--- src/rtl/opb_s2p_pkg.sv ---
// Shared offsets, status bit positions and the ack-cycle access record for the
// fabric-to-PPC readback register block.
package opb_s2p_pkg;

  localparam logic [1:0] OFF_DATA   = 2'd0;
  localparam logic [1:0] OFF_STATUS = 2'd1;
  localparam logic [1:0] OFF_COUNT  = 2'd2;
  localparam logic [1:0] OFF_CTRL   = 2'd3;

  localparam int ST_NEW = 0;
  localparam int ST_OVF = 1;

  // Describes the transfer being acknowledged; all-zero outside the ack cycle.
  typedef struct packed {
    logic       rd;
    logic       wr;
    logic       in_map;
    logic [1:0] idx;
  } opb_acc_t;

  function automatic logic [31:0] status_word(input logic nw, input logic ovf);
    logic [31:0] s;
    s         = '0;
    s[ST_NEW] = nw;
    s[ST_OVF] = ovf;
    return s;
  endfunction

endpackage

--- src/rtl/opb_slave_ack.sv ---
// OPB slave front end: window decode, one registered ack per select assertion,
// and a registered description of the access for the ack cycle.
module opb_slave_ack
  import opb_s2p_pkg::*;
#(
  parameter int            AW       = 32,
  parameter logic [AW-1:0] BASEADDR = 32'h0100_8400,
  parameter logic [AW-1:0] HIGHADDR = 32'h0100_84FF
) (
  input  logic          clk,
  input  logic          rst,
  input  logic [0:AW-1] abus,
  input  logic          select,
  input  logic          rnw,
  output logic          issue,
  output logic          in_map,
  output logic [1:0]    idx,
  output logic          ack,
  output opb_acc_t      acc
);

  logic [AW-1:0] offset;
  logic          done;
  logic          unused_ok;

  assign offset    = abus - BASEADDR;
  assign in_map    = (offset[AW-1:4] == '0);
  assign idx       = offset[3:2];
  assign unused_ok = ^offset[1:0];

  // done stays set until select drops, so a master that holds select past
  // the ack never receives a second ack for the same transfer.
  assign issue = select && (abus >= BASEADDR) && (abus <= HIGHADDR) && !ack && !done;

  always_ff @(posedge clk or posedge rst) begin
    if (rst) begin
      ack  <= 1'b0;
      done <= 1'b0;
      acc  <= '0;
    end else begin
      ack  <= issue;
      done <= select && (done || ack);
      acc  <= issue ? opb_acc_t'{rd: rnw, wr: !rnw, in_map: in_map, idx: idx} : '0;
    end
  end

endmodule

--- src/rtl/opb_register_simulink2ppc.sv ---
// Fabric-to-PPC readback register: captures user words, keeps new/overflow
// flags and a capture counter, and exposes them through a 4-word OPB window.
module opb_register_simulink2ppc
  import opb_s2p_pkg::*;
#(
  parameter logic [31:0] C_BASEADDR   = 32'h0100_8400,
  parameter logic [31:0] C_HIGHADDR   = 32'h0100_84FF,
  parameter int          C_OPB_AWIDTH = 32,
  parameter int          C_OPB_DWIDTH = 32,
  parameter string       C_FAMILY     = "virtex6"
) (
  input  logic                    OPB_Clk,
  input  logic                    OPB_Rst,
  input  logic [0:C_OPB_AWIDTH-1] OPB_ABus,
  input  logic [0:3]              OPB_BE,
  input  logic [0:C_OPB_DWIDTH-1] OPB_DBus,
  input  logic                    OPB_RNW,
  input  logic                    OPB_select,
  input  logic                    OPB_seqAddr,
  output logic [0:C_OPB_DWIDTH-1] Sl_DBus,
  output logic                    Sl_xferAck,
  output logic                    Sl_errAck,
  output logic                    Sl_retry,
  output logic                    Sl_toutSup,
  input  logic [31:0]             user_data_in,
  input  logic                    user_data_valid,
  output logic                    user_frozen
);

  logic        issue, in_map, ack;
  logic [1:0]  idx;
  opb_acc_t    acc;
  logic [31:0] data_r, count_r, rdata, rd_mux;
  logic        new_r, ovf_r, freeze_r;
  logic        be3_q, wbit_q;
  logic        cap, clr_new, clr_ovf, wr_ctrl;
  logic        unused_ok;

  opb_slave_ack #(
    .AW       (C_OPB_AWIDTH),
    .BASEADDR (C_BASEADDR),
    .HIGHADDR (C_HIGHADDR)
  ) u_ack (
    .clk    (OPB_Clk),
    .rst    (OPB_Rst),
    .abus   (OPB_ABus),
    .select (OPB_select),
    .rnw    (OPB_RNW),
    .issue  (issue),
    .in_map (in_map),
    .idx    (idx),
    .ack    (ack),
    .acc    (acc)
  );

  always_comb begin
    rd_mux = '0;
    if (in_map) begin
      case (idx)
        OFF_DATA:   rd_mux = data_r;
        OFF_STATUS: rd_mux = status_word(new_r, ovf_r);
        OFF_COUNT:  rd_mux = count_r;
        default:    rd_mux = {31'd0, freeze_r};
      endcase
    end
  end

  assign cap     = user_data_valid && !freeze_r;
  assign clr_new = acc.rd && acc.in_map && (acc.idx == OFF_DATA);
  assign clr_ovf = acc.rd && acc.in_map && (acc.idx == OFF_STATUS);
  assign wr_ctrl = acc.wr && acc.in_map && (acc.idx == OFF_CTRL) && be3_q;

  // Read data is latched at the select edge and the clears land at the end of
  // the ack cycle, so a capture in the ack cycle keeps its new flag and does
  // not count as an overflow against the word just read.
  always_ff @(posedge OPB_Clk or posedge OPB_Rst) begin
    if (OPB_Rst) begin
      data_r   <= '0;
      count_r  <= '0;
      new_r    <= 1'b0;
      ovf_r    <= 1'b0;
      freeze_r <= 1'b0;
      rdata    <= '0;
      be3_q    <= 1'b0;
      wbit_q   <= 1'b0;
    end else begin
      rdata <= (issue && OPB_RNW) ? rd_mux : '0;
      if (issue) begin
        be3_q  <= OPB_BE[3];
        wbit_q <= OPB_DBus[C_OPB_DWIDTH-1];
      end
      if (cap) begin
        data_r  <= user_data_in;
        count_r <= count_r + 32'd1;
      end
      new_r <= cap || (new_r && !clr_new);
      ovf_r <= (ovf_r && !clr_ovf) || (cap && new_r && !clr_new);
      if (wr_ctrl) freeze_r <= wbit_q;
    end
  end

  assign Sl_DBus     = rdata;
  assign Sl_xferAck  = ack;
  assign Sl_errAck   = 1'b0;
  assign Sl_retry    = 1'b0;
  assign Sl_toutSup  = 1'b0;
  assign user_frozen = freeze_r;

  assign unused_ok = ^{OPB_seqAddr, OPB_BE[0:2], OPB_DBus[0:C_OPB_DWIDTH-2], (C_FAMILY == "virtex6")};

endmodule

--- config.mk ---
export PLATFORM = sky130hd
export DESIGN_NAME = opb_register_simulink2ppc
export DESIGN_NICKNAME = d
export VERILOG_FILES = /design/src/rtl/opb_s2p_pkg.sv /design/src/rtl/opb_slave_ack.sv /design/src/rtl/opb_register_simulink2ppc.sv
export SDC_FILE = /design/constraint.sdc
export NUM_CORES = 1
export LEC_CHECK = 0
export ABC_CLOCK_PERIOD_IN_PS = 5900
export CORE_MARGIN = 2
export CORE_UTILIZATION = 50
export CTS_CLUSTER_DIAMETER = 120
export CTS_CLUSTER_SIZE = 25
export DETAILED_ROUTE_END_ITERATION = 16
export PLACE_DENSITY = 0.91
export SLEW_MARGIN = 0
export SYNTH_ARGS = -nofsm -noshare
export SYNTH_HDL_FRONTEND = slang
export SYNTH_SLANG_ARGS = --single-unit
--- constraint.sdc ---
create_clock -name OPB_Clk -period 5.9 [get_ports OPB_Clk]
set_input_delay 1.77 -clock OPB_Clk [delete_from_list [all_inputs] [get_ports OPB_Clk]]
set_output_delay 1.77 -clock OPB_Clk [all_outputs]
set_load 0.005 [all_outputs]
* Yosys cells after proc, flatten, opt, wreduce, memory -nomap -nowiden
Index checks and enable logic that the tools add are counted.
** Storage, ports and cells
- Register bits after elaboration :: 108
- Output and inout bits :: 37
- Word-level logic and storage cells :: 55
** Cells by class
- Add/subtract/negate cells :: 2
- $lt $le $gt $ge :: 2
- Equality and inequality tests :: 4
- Multiplexer cells :: 4
- Reductions and logical operators :: 29
** Operator list (count)
- 32-bit case mux with 3 select lines :: 1
- 32-bit two-way mux :: 2
- 32-bit by 1-bit adder with 32-bit output, second input constant :: 1
- 32-bit by 25-bit >= comparator with 1-bit output, second input constant :: 1
- 32-bit by 25-bit <= comparator with 1-bit output, second input constant :: 1
- 32-bit by 25-bit subtractor with 32-bit output, second input constant :: 1
- 28-bit logical NOT :: 1
- 1-bit logical AND :: 17
- 1-bit logical NOT :: 6
- 5-bit two-way mux :: 1
- 2-bit by 1-bit equality test with 1-bit output, second input constant :: 2
- 2-bit equality test, second input constant :: 2
- 2-bit logical NOT :: 2
- 1-bit logical OR :: 3

* Longest topological paths before layout
Gate-level depths: netlist (run 1).
- Depth after elaboration :: 7
- Mapped depth :: 6

* Hierarchy
A second synthesis (run 1) with hierarchy kept.
** Unflattened totals
- Cells, all modules :: 447
- Area total of the unflattened synthesis :: 4754.6 um^2
** By module, submodules not included
- opb_register_simulink2ppc :: times used 1, cells each 392, area each 4231.6 um^2
- opb_slave_ack :: times used 1, cells each 55, area each 523.0 um^2

* Worst setup path before layout (run 1)
No wires, ideal clock.
- Kind :: in2reg
- Start point :: in OPB_ABus[17] in the netlist's numbering
- End point :: reg be3_q
- Data arrival time :: 3.164 ns
- Slack :: 2.611 ns
- Stages :: 6
- Buffers on the path :: 1
- Cells stage by stage :: nor4_1 -> nand4_1 -> or3_2 -> clkbuf_1 -> inv_1 -> mux2_2
** Between the ends
- Word-level cells in the longest chain between the ends :: 5
- Elaborated cells on any way between the ends :: 6
- Those cells by class :: order compare: 2; reduce/logical: 4
** RTL lines
- from (decl) :: line opb_register_simulink2ppc.sv:14 : input logic [0:C_OPB_AWIDTH-1] OPB_ABus,
- 32-bit by 25-bit >= comparator with 1-bit output :: line opb_slave_ack.sv:33 : assign issue = select && (abus >= BASEADDR) && (abus <= HIGHADDR) && !ack && !done;
- 1-bit logical AND :: line opb_slave_ack.sv:33
- 1-bit logical AND (*) (3 in series) :: line opb_slave_ack.sv:33
- via issue :: line opb_register_simulink2ppc.sv:30 : logic issue, in_map, ack;
- to (signal assigned) :: line opb_register_simulink2ppc.sv:89 : be3_q <= OPB_BE[3];
- to (decl) :: line opb_register_simulink2ppc.sv:35 : logic be3_q, wbit_q;
The timed path passes the listed nets; every way through them passes the cells marked *.
A chain may end at the register's enable or synchronous reset.

* Worst setup path in the final report (run 1)
- Start point :: in OPB_ABus[13] in the netlist's numbering
- End point :: reg rdata[19], in the netlist Sl_DBus[12]
** Between the ends
- Word-level cells in the longest chain between the ends :: 7
- Elaborated cells on any way between the ends :: 11
- Those cells by class :: add/sub: 1; order compare: 2; mux: 2; reduce/logical: 6
** RTL lines
- branches (longest 6 deep; another with 32-bit by 25-bit subtractor with 32-bit output)
- 32-bit two-way mux (*) :: line opb_register_simulink2ppc.sv:87 : rdata <= (issue && OPB_RNW) ? rd_mux : '0;
- to (signal assigned) :: line opb_register_simulink2ppc.sv:87
- to (decl) :: line opb_register_simulink2ppc.sv:33 : logic [31:0] data_r, count_r, rdata, rd_mux;
Every way passes the cells marked *.

==> results.json, run 1 <==
{
  "tns_ps": 0,
  "routed_wl_um": 9682,
  "synthArstFlopShare_pct": 100.0,
  "ctsResizeCount": 0,
  "top_layer": "met4",
  "synth_edf_count": 0,
  "cap_violations": 0,
  "row_count": 35,
  "vias": 3157,
  "yosysSeqAreaShare_pct": 56.34,
  "ys_warn_count": 0,
  "grt_max_degree": 74,
  "drc": 0,
  "wl_per_cell_um": 16.49,
  "min_period_ps": 3993,
  "nNetsFinal": 560,
  "ff2ff_path_depth": 4,
  "synth_cell_types": 41,
  "rsz0062_at_grt": "false",
  "layoutNonFillerInstCount": 587,
  "clk_pin_slew_ps": 90,
  "fin_util_pct": 65.59,
  "synth_flop_cell": "dfrtp_1",
  "clock-sinks": 108,
  "grt_pass1_wl_um": 15540,
  "cp_data_required_time_ps": 6150,
  "dp.cells": 571,
  "hp-class": "flop to flop",
  "final.setup_skew_ps": 7.260,
  "path_class": "primary input to flop",
  "startpoint_type": "primary input",
  "die_h_um": 102.0,
  "max-clock-path-buffers": 2,
  "peakVddDrop_uv": 123.5,
  "antenna_found_initial": 0,
  "root_buffer": "clkbuf_8",
  "syn2layout_area_growth_pct": 26.94,
  "tightest_slew_ps": 1109,
  "postSynthCellCount": 359,
  "drt_pass1_iterations": 4,
  "syn_area_per_cell_um2": 13.36,
  "min_period_over_period_pct": 67.68,
  "clk_latency_ps": 360,
  "crit_fanout": 31,
  "fill_cells": 720,
  "cts-buffers-inserted": 9,
  "gp_congestion": 0.7527,
  "overflow": 0,
  "cts_tree": "done",
  "grt_pass1_vias": 3192,
  "die_w_um": 102.0,
  "finalMaxSlewViolations": 0,
  "dieArea_um2": 10390,
  "drive_gt1_share_pct": 20.09,
  "wl_met2_um": 5054,
  "n_antenna_cell": 0,
  "drtIter0Drc": 105,
  "synth_area_um2": 4797,
  "port_buffers": 102,
  "m1WireLength_um": 4106,
  "core-area_um2": 9284,
  "finalHoldViolations": 0,
  "io_pins": 143,
  "antenna_left": 0,
  "end_kind": "flop",
  "vias_per_cell": 5.378,
  "p_leak_nw": 2.515,
  "yosys_register_bits": 108,
  "cts_hold_buf": 0,
  "initial_core_util_pct": 51.67,
  "min_path_cells": 1,
  "hpwl_um": 6718,
  "status": "finished clean",
  "grt_use_total_pct": 19.49,
  "cts.htree.levels": 3,
  "post_cts_buffers": 0,
  "setup_viol": 0,
  "timing.critical_path.arrival_ps": 4250,
  "pwr_density_cell_nw_per_um2": 238.7,
  "r2r_slack_ps": 3490,
  "route.met3.wl_um": 420,
  "fmax_mhz": 250.4,
  "slew_headroom_pct": 25.94
}
-- per-stage QoR --
stage          hold WS, ps  area, um^2  power (mW)  worst slack, ps
3_5_place_dp         454.5        5904       1.041             1525
5_1_grt              509.6        6090       1.521             1780
6_report             476.0        6090       1.453             1907
2_1_floorplan        432.4        4805      0.9565             1284
4_1_cts              469.5        6090       1.469             1914
3_3_place_gp         444.4        5904       1.029             1574
-- per-layer routing --
metal | GRT usage, % | vias to the layer above
met5 | 0 | -
met1 | 23.86 | 1587
met4 | 5.128 | 0
li1 | - | 1486
met3 | 4.514 | 9
met2 | 34.82 | 75
-- kinds of logic after synthesis --
kind of cell             count (synthesis)  share of synthesized area [%]
AO/OA/AOI/OAI                            9                          1.148
XOR/XNOR                                32                          5.842
adder cells (fa/ha/maj)                  1                         0.2608
buffers and inverters                   26                          2.843
flip-flops                             108                          56.34
multiplexers                            68                          15.39
other                                    1                        0.07817
AND/OR/NAND/NOR                        114                          18.10
-- power breakdown --
part / switching [mW] / internal (mW) / total [mW]
Combinational: 0.0899 / 0.104 / 0.194
Clock: 0.234 / 0.196 / 0.431
Sequential: 0.0434 / 0.785 / 0.828
Total: 0.368 / 1.09 / 1.45
-- cells in the final DEF, fill, tap and decap left out, types with 6 or more instances in the layout --
master	Yosys	routed
xnor2_1	25	25
nand2_1	12	12
mux2i_1	31	31
xor2_1	7	6
dfrtp_1	108	108
and3_1	9	9
mux2_2	36	36
nor4_2	30	30
clkdlybuf4s50_1	0	101
nand4_1	12	12
clkbuf_8	0	9
nor4_1	9	9
nand3_1	12	12
nor2_1	7	7
-- final timing paths --
path                                         end              startpoint
max                        Sl_DBus[12]$_DFF_PP0_            OPB_ABus[13]
min                              ovf_r$_DFF_PP0_  u_ack.acc[0]$_DFF_PP0_
max reg2reg                Sl_DBus[12]$_DFF_PP0_     u_ack.ack$_DFF_PP0_
min reg2reg                      ovf_r$_DFF_PP0_  u_ack.acc[0]$_DFF_PP0_
max in group asynchronous  data_r[0]$_DFFE_PP0P_                 OPB_Rst
min in group asynchronous  Sl_DBus[12]$_DFF_PP0_                 OPB_Rst
-- synth_stat cells, types with 3 or more instances --
cell | number | area, um^2
and2_1 | 3 | 18.77
and3_1 | 9 | 56.30
and4_1 | 3 | 26.28
buf_1 | 3 | 11.26
buf_2 | 4 | 20.02
buf_4 | 3 | 22.52
buf_6 | 3 | 33.78
clkbuf_1 | 10 | 37.54
dfrtp_1 | 108 | 2703
inv_1 | 3 | 11.26
mux2_2 | 36 | 405.4
mux2i_1 | 31 | 310.3
nand2_1 | 12 | 45.04
nand3_1 | 12 | 60.06
nand3b_1 | 3 | 22.52
nand4_1 | 12 | 75.07
nor2_1 | 7 | 26.28
nor3_1 | 3 | 15.01
nor4_1 | 9 | 56.30
nor4_2 | 30 | 375.4
xnor2_1 | 25 | 219.0
xor2_1 | 7 | 61.31
-- flip-flops by register name, summed over array words and instances (netlist names) --
| register | flops |
|---|---|
| new_r | 1 |
| user_frozen | 1 |
| count_r | 32 |
| wbit_q | 1 |
| u_ack.acc | 5 |
| ovf_r | 1 |
| be3_q | 1 |
| u_ack.done | 1 |
| u_ack.ack | 1 |
| Sl_DBus | 32 |
| data_r | 32 |
-- area by class of cell --
type                       instances  area [um^2]  share of cell area, %
clock inverter                     4        50.05                 0.8219
tap                              129        161.4                  2.651
multi-input combinational        227         1996                  32.77
sequential                       108         2703                  44.38
timing repair buffer             104         1031                  16.93
inverter                           3        13.76                 0.2260
clock buffer                      12        135.1                  2.219
-- worst max-delay path, cell delays in order --
cell and delay, ps:
clkdlybuf4s50_1 540, nor4_1 270, nand2_1 130, or4_2 1100, nor4_2 420
Note: power is estimated with default switching activity, not from simulation.
==> inputs of run 2 (changes only) <==
--- a/config.mk
+++ b/config.mk
@@ -5,13 +5,13 @@
 export SDC_FILE = /design/constraint.sdc
 export NUM_CORES = 1
 export LEC_CHECK = 0
-export ABC_CLOCK_PERIOD_IN_PS = 5900
+export ABC_CLOCK_PERIOD_IN_PS = 4100
 export CORE_MARGIN = 2
-export CORE_UTILIZATION = 50
+export CORE_UTILIZATION = 47
 export CTS_CLUSTER_DIAMETER = 120
 export CTS_CLUSTER_SIZE = 25
 export DETAILED_ROUTE_END_ITERATION = 16
-export PLACE_DENSITY = 0.91
+export PLACE_DENSITY = 0.87
 export SLEW_MARGIN = 0
 export SYNTH_ARGS = -nofsm -noshare
 export SYNTH_HDL_FRONTEND = slang
==> constraint.sdc (replaced) <==
create_clock -name OPB_Clk -period 4.1 [get_ports OPB_Clk]
set_input_delay 1.23 -clock OPB_Clk [delete_from_list [all_inputs] [get_ports OPB_Clk]]
set_output_delay 1.23 -clock OPB_Clk [all_outputs]
set_load 0.005 [all_outputs]
==> run 2 against run 1 <==
  * Clock skew up 1.6 ps
  * Utilization down 2.8 points
  * Total power up 43%
  * Die area up 6.1%
  * Sequential share of layout area down 0.57 points
  * Clock power up 39%
  * Largest cell class unchanged
  * Largest power group unchanged
==> results.json, run 2 (same netlist as run 1, synthesis figures left out) <==
{
  "status": "finished clean",
  "drc": 0,
  "grt_max_degree": 48,
  "cap_violations": 0,
  "ff2ff_path_depth": 5,
  "timing.critical_path.arrival_ps": 3490,
  "peakVddDrop_uv": 206.2,
  "min_path_cells": 1,
  "nNetsFinal": 566,
  "hpwl_um": 6934,
  "tns_ps": 0,
  "r2r_slack_ps": 1940,
  "clock-sinks": 108,
  "min_period_over_period_pct": 78.96,
  "cts_hold_buf": 0,
  "post_cts_buffers": 0,
  "grt_use_total_pct": 19.00,
  "p_leak_nw": 2.559,
  "path_buf_inv": 2,
  "hp-start": "u_ack.acc[0]$_DFF_PP0_",
  "die_w_um": 105.0,
  "finalMaxSlewViolations": 0,
  "cp_slowest_cell": "or4_2",
  "whs_ps": 469.9,
  "initial_core_util_pct": 48.85,
  "startpoint_type": "primary input",
  "wl_per_cell_um": 16.58,
  "antenna_found_initial": 0,
  "min_period_ps": 3237,
  "critPathMaxStageDelay_ps": 610,
  "max-clock-path-buffers": 2,
  "antenna_left": 0,
  "path_class": "primary input to flop",
  "port_buffers": 102,
  "n_antenna_cell": 0,
  "setup_viol": 0,
  "root_buffer": "clkbuf_8",
  "core-area_um2": 9819,
  "worst_r2r_endpoint": "count_r[30]$_DFFE_PP0P_",
  "drt_pass1_iterations": 4,
  "crit_fanout": 31,
  "dieArea_um2": 11030,
  "tightest_slew_ps": 1028,
  "clk_latency_ps": 360,
  "grt_pass1_vias": 3427,
  "cts-buffers-inserted": 9,
  "clk_pin_slew_ps": 90,
  "r2r-start": "count_r[0]$_DFFE_PP0P_",
  "io_pins": 143,
  "vias_per_cell": 5.358,
  "cts.htree.levels": 3,
  "finalHoldViolations": 0,
  "hp-class": "flop to flop",
  "crit_family": "simple AND/OR/NAND/NOR gates",
  "final_common_cell": "dfrtp_1",
  "p_total_mw": 2.084,
  "slew_headroom_pct": 31.50,
  "drive_gt1_share_pct": 21.55,
  "layout_common_cells": "dfrtp_1 (108), clkdlybuf4s50_1 (101), mux2_2 (36), mux2i_1 (31), nor4_2 (30)",
  "final.setup_skew_ps": 8.820,
  "overflow": 0,
  "cts_tree": "done",
  "ctsResizeCount": 0,
  "routed_wl_um": 9900,
  "row_count": 36,
  "path_depth": 6,
  "grt_pass1_wl_um": 16750,
  "die_h_um": 105.0,
  "cp_data_required_time_ps": 4350,
  "pwr_density_cell_nw_per_um2": 337.8,
  "vias": 3199,
  "fmax_mhz": 308.9,
  "syn2layout_area_growth_pct": 28.59,
  "hold_end": "ovf_r$_DFF_PP0_",
  "rsz0062_at_grt": "false",
  "drtIter0Drc": 46,
  "end_kind": "flop",
  "path_cells": "clkdlybuf4s50_1, nor4_1, nand2_1, or4_2, buf_4, nor4_2",
  "gp_congestion": 0.7798
}
## run 2: changes by cell type in the layout (fill, tap and decap cells not counted), moves of 2 or more
cell      change
clkbuf_1      -2
clkbuf_8      +2
buf_12        +2
buf_4         +4
clkinv_4      +3
## run 2: report_power, final
part | internal, mW | switching (mW) | total, mW
Clock | 0.258 | 0.343 | 0.601
Sequential | 1.13 | 0.0624 | 1.19
Combinational | 0.156 | 0.134 | 0.290
## run 2: how the worst max path moves through the flow
stage | startpoint | endpoint | slack [ps]
after global routing | OPB_ABus[13] | Sl_DBus[14]$_DFF_PP0_ | 720
final | OPB_ABus[13] | Sl_DBus[11]$_DFF_PP0_ | 860
after CTS | OPB_ABus[13] | Sl_DBus[11]$_DFF_PP0_ | 840
after global placement | OPB_ABus[13] | Sl_DBus[13]$_DFF_PP0_ | 570
after floorplan | OPB_Rst | Sl_DBus[0]$_DFF_PP0_ | 20
after detailed placement | OPB_ABus[13] | Sl_DBus[11]$_DFF_PP0_ | 460
## run 2: per-layer routing
metal  global-route usage [%]  up-vias  wire, um
li1                         -     1500         -
met2                    33.53       72      5211
met4                    4.286        0        99
met5                        0        -         0
met1                    23.80     1615      4204
met3                    4.304       12       384
## run 2: through the flow
| step | setup WS, ps | utilization, % | area [um^2] | std cells |
|---|---|---|---|---|
| after floorplan | 24.40 | - | 4805 | 361 |
| after global routing | 724.8 | 62.82 | 6168 | 597 |
| after CTS | 842.0 | 62.82 | 6168 | 597 |
| after detailed placement | 457.1 | 60.89 | 5979 | 581 |
| final | 862.8 | 62.82 | 6168 | 597 |
| after global placement | 567.0 | 60.89 | 5979 | 581 |
## run 2: final cells by class
type,count,area [um^2]
Clock buffer,12,155.1
Fill cell,802,3651
Timing Repair Buffer,110,1101
Tap cell,133,166.4
Inverter,3,13.76
Sequential cell,108,2703
Clock inverter,4,33.78
Multi-Input combinational cell,227,1996
## run 2: worst reg2reg max path: stages, from the launching register on
cell	delay, ps
dfrtp_1	440
ha_1	210
nand3b_1	200
nor4_1	830
nand3_1	200
xnor2_1	180
==> variant 1 (flow settings as in run 2) <==
`rdata` no longer has a reset.
--- a/src/rtl/opb_register_simulink2ppc.sv
+++ b/src/rtl/opb_register_simulink2ppc.sv
@@ -80,11 +80,9 @@
       new_r    <= 1'b0;
       ovf_r    <= 1'b0;
       freeze_r <= 1'b0;
-      rdata    <= '0;
       be3_q    <= 1'b0;
       wbit_q   <= 1'b0;
     end else begin
-      rdata <= (issue && OPB_RNW) ? rd_mux : '0;
       if (issue) begin
         be3_q  <= OPB_BE[3];
         wbit_q <= OPB_DBus[C_OPB_DWIDTH-1];
@@ -99,6 +97,10 @@
     end
   end
 
+  always_ff @(posedge OPB_Clk) begin
+    rdata <= (issue && OPB_RNW) ? rd_mux : '0;
+  end
+
   assign Sl_DBus     = rdata;
   assign Sl_xferAck  = ack;
   assign Sl_errAck   = 1'b0;
Check against the original RTL: differs if OPB_Rst is asserted again (counterexample within 4 cycles, from zero or initial values and one cycle with OPB_Rst high); with OPB_Rst held inactive, the same outputs for 10 cycles.
==> variant 1 against run 2 <==
Non-clock buffer count decreased by 2. Largest cell class unchanged. First-iteration DRC count increased by 93%. Clock power increased by 7.7%. Clock skew decreased by 0.0018 ns. Final cell count decreased by 0.67%. Sequential cell count unchanged. Power decreased by 0.65%. Critical path depth decreased by 1. Sequential share of layout area decreased by 0.17 points. Cell area decreased by 5.6%. Routed wire length decreased by 4.0%. Area after synthesis decreased by 6.6%. Worst setup slack improved by 0.43 ns.
==> variant 1: results (changes against run 2) <==
{| class="wikitable"
! Metric !! Value
|-
| Area after detailed placement || 5620 um^2 (was 5980 um^2)
|-
| Tmin final || 2.81 ns (was 3.24 ns)
|-
| Power dissipated in sequential cells || between 1000 and 1500 uW
|-
| Cell variety after synth || 46 (was 41)
|-
| Final routed wire length divided by cell count || 16.0 um (was 16.6 um)
|-
| Synth Instances || 357 (was 359)
|-
| Synth top cells by count || sky130_fd_sc_hd__dfrtp_1, sky130_fd_sc_hd__nor3_1, sky130_fd_sc_hd__mux2_2, sky130_fd_sc_hd__dfxtp_1, sky130_fd_sc_hd__mux2i_1 (was sky130_fd_sc_hd__dfrtp_1, sky130_fd_sc_hd__mux2_2, sky130_fd_sc_hd__mux2i_1, sky130_fd_sc_hd__nor4_2, sky130_fd_sc_hd__xnor2_1)
|-
| Worst IR drop on VDD || 0.199 mV (was 0.206 mV)
|-
| Internal Dissipation || 1570 uW (was 1540 uW)
|-
| Fraction of registers with async set/reset || 70.4% (was 100%)
|-
| Cell count after placement || 577 (was 581)
|-
| Initial DRC count || 89 (was 46)
|-
| Leakage component of the power || 0.00252 uW (was 0.00256 uW)
|-
| Highest fanout seen on the critical path || 5 (was 31)
|-
| Worst EP arrival || 3.06 ns (was 3.49 ns)
|-
| Portion of the post-synthesis area used by sequential elements || 56.7% (was 56.3%)
|-
| Overall routed net length || 9.51 mm (was 9.90 mm)
|-
| Clock network power share || 31.3% (was 28.9%)
|-
| Final setup skew || 0.00698 ns (was 0.00882 ns)
|-
| Overall Global Routing Usage || 19.2% (was 19.0%)
|-
| Xor/xnor cell area share of the yosys netlist || 6.06% (was 5.84%)
|-
| Worst slew pin tran || 0.801 ns (was 1.03 ns)
|-
| Adder-Cell Fraction of Synth Area || 0.279% (was 0.261%)
|-
| Post-DP HPWL || 6.74 mm (was 6.93 mm)
|-
| Worst slack after detailed placement || 0.971 ns (was 0.457 ns)
|-
| Run status || complete, no violations (unchanged)
|-
| Power of the clock network || 647 uW (was 601 uW)
|-
| Fraction of layout instances using a drive strength above 1 || 15.7% (was 21.6%)
|-
| Worst path max stage delay || 0.45 ns (was 0.61 ns)
|-
| Buffers inserted by post-CTS timing repair || 0 (unchanged)
|-
| First-pass GRT wire length || 15.4 mm (was 16.8 mm)
|-
| Fraction of the mapped netlist area in compound gates || 1.06% (was 1.15%)
|-
| Pre-Repair DR Iteration Count || 6 (was 4)
|-
| Mux share of post-synthesis cell area || 16.5% (was 15.4%)
|}
variant 1: final timing paths:
kind	from	endpoint	slack, ns
worst max-delay path	OPB_ABus[16]	be3_q	1.29
worst min-delay path	u_ack.acc[0]	ovf_r	0.48
worst max register to register	count_r[0]	count_r[22]	2.20
worst min register to register	u_ack.acc[0]	ovf_r	0.48
max in group asynchronous	OPB_Rst	count_r[28]	2.05
min in group asynchronous	OPB_Rst	data_r[30]	1.32
variant 1: metal layers:
metal  track usage [%]  vias to the layer above  part of all wire [%]
met3              4.69                       15                   3.5
met1              23.5                     1513                    44
met2              33.4                       66                    51
li1                  -                     1473                     -
met4              6.03                        0                   1.4
met5                 0                        -                     0
variant 1: layout make-up:
type / count / area, um^2 / share of cell area [%]
clock buffers: 11 / 141 / 2.43
repair buffers: 108 / 1060 / 18.2
flip-flops and latches: 108 / 2540 / 43.6
inverters: 6 / 23.8 / 0.408
multi-input cells: 226 / 1840 / 31.5
clock inverters: 5 / 60.1 / 1.03
well taps: 129 / 161 / 2.77
==> variant 2 (settings of run 2) <==
Made on the original files. Change the parameter `C_OPB_AWIDTH` from 32 to 36.
--- a/src/rtl/opb_register_simulink2ppc.sv
+++ b/src/rtl/opb_register_simulink2ppc.sv
@@ -5,7 +5,7 @@
 #(
   parameter logic [31:0] C_BASEADDR   = 32'h0100_8400,
   parameter logic [31:0] C_HIGHADDR   = 32'h0100_84FF,
-  parameter int          C_OPB_AWIDTH = 32,
+  parameter int          C_OPB_AWIDTH = 36,
   parameter int          C_OPB_DWIDTH = 32,
   parameter string       C_FAMILY     = "virtex6"
 ) (
Interface: changed (resized OPB_ABus); port bits go from 143 to 147. The function was not compared with the original's and may differ.
==> variant 2 against run 2 <==
Count of clock-buffer cells in the layout shrank 1. Sequential cell count is the same. Largest power group unchanged. Core utilization shrank 1.1 points. Worst setup slack lost 0.19 ns. Cell area grew 2.4%. Register-to-register slack lost 0.22 ns. Power grew 1.4%. Final cell count grew 3.4%. Critical path depth grew 1. Area after synthesis grew 2.2%. Routed wire length grew 1.4%. Non-clock buffer count grew 5. Critical path type unchanged. Highest routed layer unchanged. Combinational power grew 3%.
==> variant 2: results (changes against run 2) <==
{| class="wikitable"
! Metric !! Value
|-
| Hold Slack || 0.468 ns (was 0.470 ns)
|-
| Cell with the largest stage delay on the worst path || sky130_fd_sc_hd__clkdlybuf4s50_1 (was sky130_fd_sc_hd__or4_2)
|-
| Layout inverter count without the clock tree || 7 (was 3)
|-
| Xor/xnor cell area share of the yosys netlist || 5.72% (was 5.84%)
|-
| Vias per cell || 5.26 (was 5.36)
|-
| Footprint of the multi-input gates || 2090 um^2 (was 2000 um^2)
|-
| Fraction of the mapped netlist area in compound gates || 2.09% (was 1.15%)
|-
| Global placement routability congestion || 0.767 (was 0.780)
|-
| Initial DRC count || 93 (was 46)
|-
| Leakage component of the power || 0.00264 uW (was 0.00256 uW)
|-
| Worst Reg2Reg Path Length in Cells || 6 (was 5)
|-
| Number of fill cells in the layout || 780 (was 802)
|-
| Worst EP arrival || 3.68 ns (was 3.49 ns)
|-
| Met3 capacity usage during global routing || 3.92% (was 4.30%)
|-
| Timing startpoint of the critical path || OPB_ABus[10] (was OPB_ABus[13])
|-
| Number of global-route vias before repair || 3503 (was 3427)
|-
| Final setup skew || 0.0129 ns (was 0.00882 ns)
|-
| Layout net count || 587 (was 566)
|-
| Relative area of clock buffers and inverters in the final design || 2.91% (was 3.06%)
|-
| Length of routed met2 wiring || 5.17 mm (was 5.21 mm)
|-
| Capturing element of the worst setup path || Sl_DBus[31] (was Sl_DBus[11])
|-
| Layout multi-input combinational cell count || 235 (was 227)
|-
| Highest fanout seen on the critical path || 33 (was 31)
|-
| Count of port buffers added during placement || 108 (was 102)
|-
| Final routed wire length divided by cell count || 16.3 um (was 16.6 um)
|-
| Run status || complete, no violations (unchanged)
|-
| Met1 demand-to-capacity share in global routing || 22.3% (was 23.8%)
|}
==> variant 2: cell count changes in the layout (fill, tap and decap cells not counted), moves of 3 or more <==
cell | before | now
sky130_fd_sc_hd__clkinv_2 | 0 | 3
sky130_fd_sc_hd__nor2_1 | 7 | 13
sky130_fd_sc_hd__inv_1 | 2 | 5
sky130_fd_sc_hd__clkdlybuf4s50_1 | 101 | 107
sky130_fd_sc_hd__clkinv_4 | 3 | 0
sky130_fd_sc_hd__nor4_1 | 9 | 4
sky130_fd_sc_hd__nand2b_1 | 0 | 3
==> variant 2: power breakdown <==
group / switching (uW) / internal (uW)
Sequential: 62.7 / 1130
Combinational: 135 / 165
Clock: 341 / 280
==> variant 2: metrics by stage <==
stage | total power (uW) | setup WS, ns
floorplan | 1380 | 0.0244
global placement | 1500 | 0.411
detailed placement | 1520 | 0.306
CTS | 2130 | 0.670
global route | 2210 | 0.532
finish | 2110 | 0.678
